$ cat config.mk
export PLATFORM = sky130hd
export DESIGN_NAME = icache
export DESIGN_NICKNAME = d
export VERILOG_FILES = /design/src/rtl/cpu_types_pkg.sv /design/src/rtl/icache.sv
export SDC_FILE = /design/constraint.sdc
export NUM_CORES = 1
export LEC_CHECK = 0
export BUFFER_PORTS_ARGS = -buffer_cell sky130_fd_sc_hd__buf_4
export CORE_MARGIN = 5
export CORE_UTILIZATION = 38
export CTS_BUF_LIST = sky130_fd_sc_hd__clkbuf_2 sky130_fd_sc_hd__clkbuf_4 sky130_fd_sc_hd__clkbuf_8
export DETAILED_ROUTE_END_ITERATION = 8
export GPL_ROUTABILITY_DRIVEN = 0
export GPL_TIMING_DRIVEN = 0
export SYNTH_ARGS = -nofsm -noshare
export SYNTH_HDL_FRONTEND = slang
export SYNTH_SLANG_ARGS = --single-unit
export TNS_END_PERCENT = 10
$ cat constraint.sdc
create_clock -name CLK -period 13.4 [get_ports CLK]
set_input_delay 2.01 -clock CLK [delete_from_list [all_inputs] [get_ports CLK]]
set_output_delay 2.01 -clock CLK [all_outputs]
set_load 0.02 [all_outputs]
$ cat src/rtl/cpu_types_pkg.sv
// Shared CPU types: instruction cache frame layout, cache FSM states and cache geometry.
package cpu_types_pkg;

    localparam int ICACHE_SETS  = 16;
    localparam int ICACHE_IDX_W = $clog2(ICACHE_SETS);
    localparam int ICACHE_TAG_W = 30 - ICACHE_IDX_W;

    typedef struct packed {
        logic                    valid;
        logic [ICACHE_TAG_W-1:0] tag;
        logic [31:0]             data;
    } icache_frame_t;

    typedef enum logic {
        IDLE,
        FETCH
    } icache_state_t;

endpackage

$ cat src/rtl/icache.sv
// Direct-mapped read-only instruction cache: combinational hits, single-word fill on a miss,
// saturating hit/miss counters.
module icache
    import cpu_types_pkg::*;
#(
    parameter int SETS  = ICACHE_SETS,
    parameter int IDX_W = $clog2(SETS),
    parameter int TAG_W = 30 - IDX_W
) (
    input  logic        CLK,
    input  logic        nRST,
    input  logic        imemREN,
    input  logic [31:0] imemaddr,
    output logic        ihit,
    output logic [31:0] imemload,
    output logic        iREN,
    output logic [31:0] iaddr,
    input  logic        iwait,
    input  logic [31:0] iload,
    output logic [15:0] hit_count,
    output logic [15:0] miss_count
);

    icache_frame_t    frames [SETS];
    icache_state_t    state, state_n;
    logic [31:0]      miss_addr;
    logic [TAG_W-1:0] req_tag, fill_tag;
    logic [IDX_W-1:0] req_idx, fill_idx;
    logic             hit, fill;
    logic             unused_offset;

    assign req_tag  = imemaddr[31:IDX_W+2];
    assign req_idx  = imemaddr[IDX_W+1:2];
    assign fill_tag = miss_addr[31:IDX_W+2];
    assign fill_idx = miss_addr[IDX_W+1:2];
    assign unused_offset = ^{imemaddr[1:0], miss_addr[1:0]};

    // Hits are only possible in IDLE, so a fill never races a read of the same frame.
    always_comb begin
        state_n = state;
        hit     = 1'b0;
        fill    = 1'b0;
        iREN    = 1'b0;
        unique case (state)
            IDLE: begin
                hit = imemREN && frames[req_idx].valid && (frames[req_idx].tag == req_tag);
                if (imemREN && !hit) state_n = FETCH;
            end
            FETCH: begin
                iREN = 1'b1;
                if (!iwait) begin
                    fill    = 1'b1;
                    state_n = IDLE;
                end
            end
        endcase
    end

    assign ihit     = hit;
    assign imemload = hit ? frames[req_idx].data : 32'h0;
    assign iaddr    = miss_addr;

    always_ff @(posedge CLK) begin
        if (!nRST) begin
            state      <= IDLE;
            miss_addr  <= 32'h0;
            hit_count  <= 16'h0;
            miss_count <= 16'h0;
            for (int i = 0; i < SETS; i++) frames[i].valid <= 1'b0;
        end else begin
            state <= state_n;
            if (state == IDLE && imemREN && !hit) begin
                miss_addr <= {imemaddr[31:2], 2'b00};
                if (miss_count != 16'hFFFF) miss_count <= miss_count + 16'd1;
            end
            if (hit && hit_count != 16'hFFFF) hit_count <= hit_count + 16'd1;
            if (fill) frames[fill_idx] <= '{valid: 1'b1, tag: fill_tag, data: iload};
        end
    end

endmodule

==> run metrics <==
startpoint types=primary input; Final period util=~72%; worst slack, placed=3730 ps; number of synthesized flops with an enable pin=just over 900; Worst R2R Path Depth=9; fraction of registers with async set/reset=0%; Pwr Density=134.1 nW/um^2; Clk pin slew, worst setup/hold paths=approximately 60 ps; Worst-Margin Slew=1213 ps; Yosys top cell area share=between 70% and 80%; post-CTS sizing=0; port bufs=between 150 and 200; crit path DAT=around 7700 ps; worst hold endpoint=frames[2][58]; share of layout cells above drive strength 1=31.94%; top cells by area, synth=edfxtp_1 71%, mux4_2 14%, dfxtp_1 4.0%; max-slew violations=0; Worst Hold Class=flop to flop; hold path cells=1; Critical Path, Cell by Cell=buf_4 > buf_2 > buf_1 > clkbuf_1 > clkbuf_1 > mux2i_1 > mux2i_1 > xor2_1 > nor2_1 > and4_1 > nand4b_1 > clkbuf_1 > nor2b_1 > buf_4; vias in the first global route=21570; CP dominant cell by count=clkbuf_1; synthesized flop and latch total=between 1000 and 1500; die width=around 330 um; max_cap viols=0; root buffer cell=clkbuf_8; final worst slack=3720 ps; Worst EP required=~11000 ps; # hold bufs at CTS=0; DRC=0; die height=331.7 um; R2R setup slack=9290 ps; drt first pass iters=7; Final Hold Fails=0; reg2reg end=iaddr[17]; via density per instance=5.522; Synth Warn #=0; HPWL Detailed=69570 um; Tmin final=9680 ps; final hold slack=449.8 ps; largest net degree at the start of global routing=22; Crit Path Max Fanout=10; Worst VDD drop=0.08825 mV; Total GRT Usage=approximately a fifth; Most used DFF post-synth=edfxtp_1; Clock Sinks=1007; cts bufs inserted=153; Fin Clk Skew=about 27 ps; unrepaired setup endpoints after global routing=false; Non-Filler Instances=around 3800; Max clock buf depth=3; CP max-delay cell=buf_1; endpoint class of the critical path=output port; Starting Density=38.11%; Synth Instances=around 2000; CTS tree=built; Yosys cell types=62; post-synthesis area per instance=20.20 sq um; Area Overhead vs Synth=18.27%; Boundary Pins=166; antenna viol nets, final=0; Max-slew headroom=between 10% and 20%; post-CTS setup buffers=0; Routed Wire Length=106200 um; vias=21220; critical path's largest stage delay=a little over 800 ps; RR Startpoint=frames[15][54]; WL per Instance=around 28 um; first-pass GRT wire length=152700 um; status=complete, no violations; row count=118; maximum clock frequency=103.3 MHz; initial antenna violation count=9; grt total ovfl=0; Seq/Total Area, Yosys=~75%; leading area contributor after synthesis=edfxtp_1; worst setup path category=primary input to output port; worst-skew pair later-pin latency=810 ps; final setup fails=0; Synth Cell Area=39330 sq um; Die ar.=110000 sq um; Placed Cells=3559; Clock H-tree levels=4; Setup TNS Final=0 ps; Final Net Count=2404; initial drt markers=between 2000 and 2500; Lkg Pwr=about 16 nW; Core Area=slightly above 100000 sq um; Hold Startpoint=frames[2][58]
cells by family after synthesis:
kind of cell,after synthesis,synth area share [%]
flip-flops,1007,74.88
multiplexers,343,16.58
AND/OR/NAND/NOR,335,4.458
buffers and inverters,118,1.365
AO/OA/AOI/OAI,115,2.065
XOR/XNOR,26,0.5790
adder cells (fa/ha/maj),2,0.06362
other,1,0.009536
cell usage after synthesis (16+ instances only):
cell type	instances
nor2_1	31
nand3_1	76
mux2i_1	91
and3_1	17
xnor2_1	16
buf_1	29
nand4_1	18
nand2_1	85
a21o_1	16
dfxtp_1	79
edfxtp_1	928
clkbuf_1	42
o21ai_0	19
buf_2	24
a21oi_1	21
mux4_2	246
nor2b_1	41
layer usage:
layer	GRT usage [%]	vias to the layer above	wire length (um)
met5	0	-	55
met4	5.969	8	2885
met3	4.055	189	8494
met2	31.66	985	52710
met1	25.35	11210	42040
li1	-	8831	-
sequential cells by signal, indices dropped and copies added, names as in the netlist:
signal      count
hit_count      16
miss_count     16
state           1
iaddr          30
frames        944
cell type report:
| cell class | count | area [sq um] |
|---|---|---|
| fill | 8695 | 56690 |
| sequential | 1007 | 29450 |
| multi-input combinational | 823 | 9454 |
| clock buffer | 209 | 2589 |
| timing repair buffer | 231 | 2395 |
| tap | 1380 | 1727 |
| buffer | 109 | 504.2 |
| clock inverter | 70 | 346.6 |
| inverter | 9 | 33.78 |
| antenna | 5 | 12.51 |
through the flow:
stage               util (%)  power (W)  instance area, sq um
floorplan                  -   0.003723                 39330
global placement       40.93   0.003861                 42240
detailed placement     42.21   0.003873                 43560
CTS                    45.05   0.006289                 46500
global route           45.06   0.006458                 46500
finish                 45.07   0.006238                 46510
power by group:
part / internal (W) / switching [W] / leakage (nW)
clock network: 0.00127 / 0.00116 / 1.55
logic: 0.000137 / 0.000194 / 4.86
registers: 0.00345 / 0.0000292 / 9.29
how the worst max path moves through the flow:
stage                start      endpoint  cells after the start
2_1_floorplan         nRST  frames[0][0]                      4
3_3_place_gp          nRST  frames[8][7]                      5
3_5_place_dp   imemaddr[5]  imemload[29]                     14
4_1_cts        imemaddr[5]  imemload[29]                     14
5_1_grt        imemaddr[5]  imemload[29]                     14
6_report       imemaddr[5]  imemload[29]                     14
layout by cell type (no fill, tap or decap), drive strengths merged, types with 6 or more instances in the layout:
master and instances:
a22oi 12, a21oi 22, xnor2 16, nand4 18, nor2b 41, nand2b 12
clkinvlp 6, nor3 11, xor2 10, nand3 76, or3 13, buf 297
inv 10, nand2 85, edfxtp 928, clkinv 62, a22o 10, dfxtp 79
nor4 11, mux2i 91, mux2 6, nor2 31, mux4 246, o21ai 19
clkbuf 252, a21o 16, and3 17
worst max-delay path: cells and delay by family:
| family | cells | cell delay [ps] |
|---|---|---|
| buf+inv | 7 | 3390 |
| simple gates | 4 | 1610 |
| mux | 2 | 430 |
| xor+xnor | 1 | 180 |
Power figures use the tool's default switching activity.
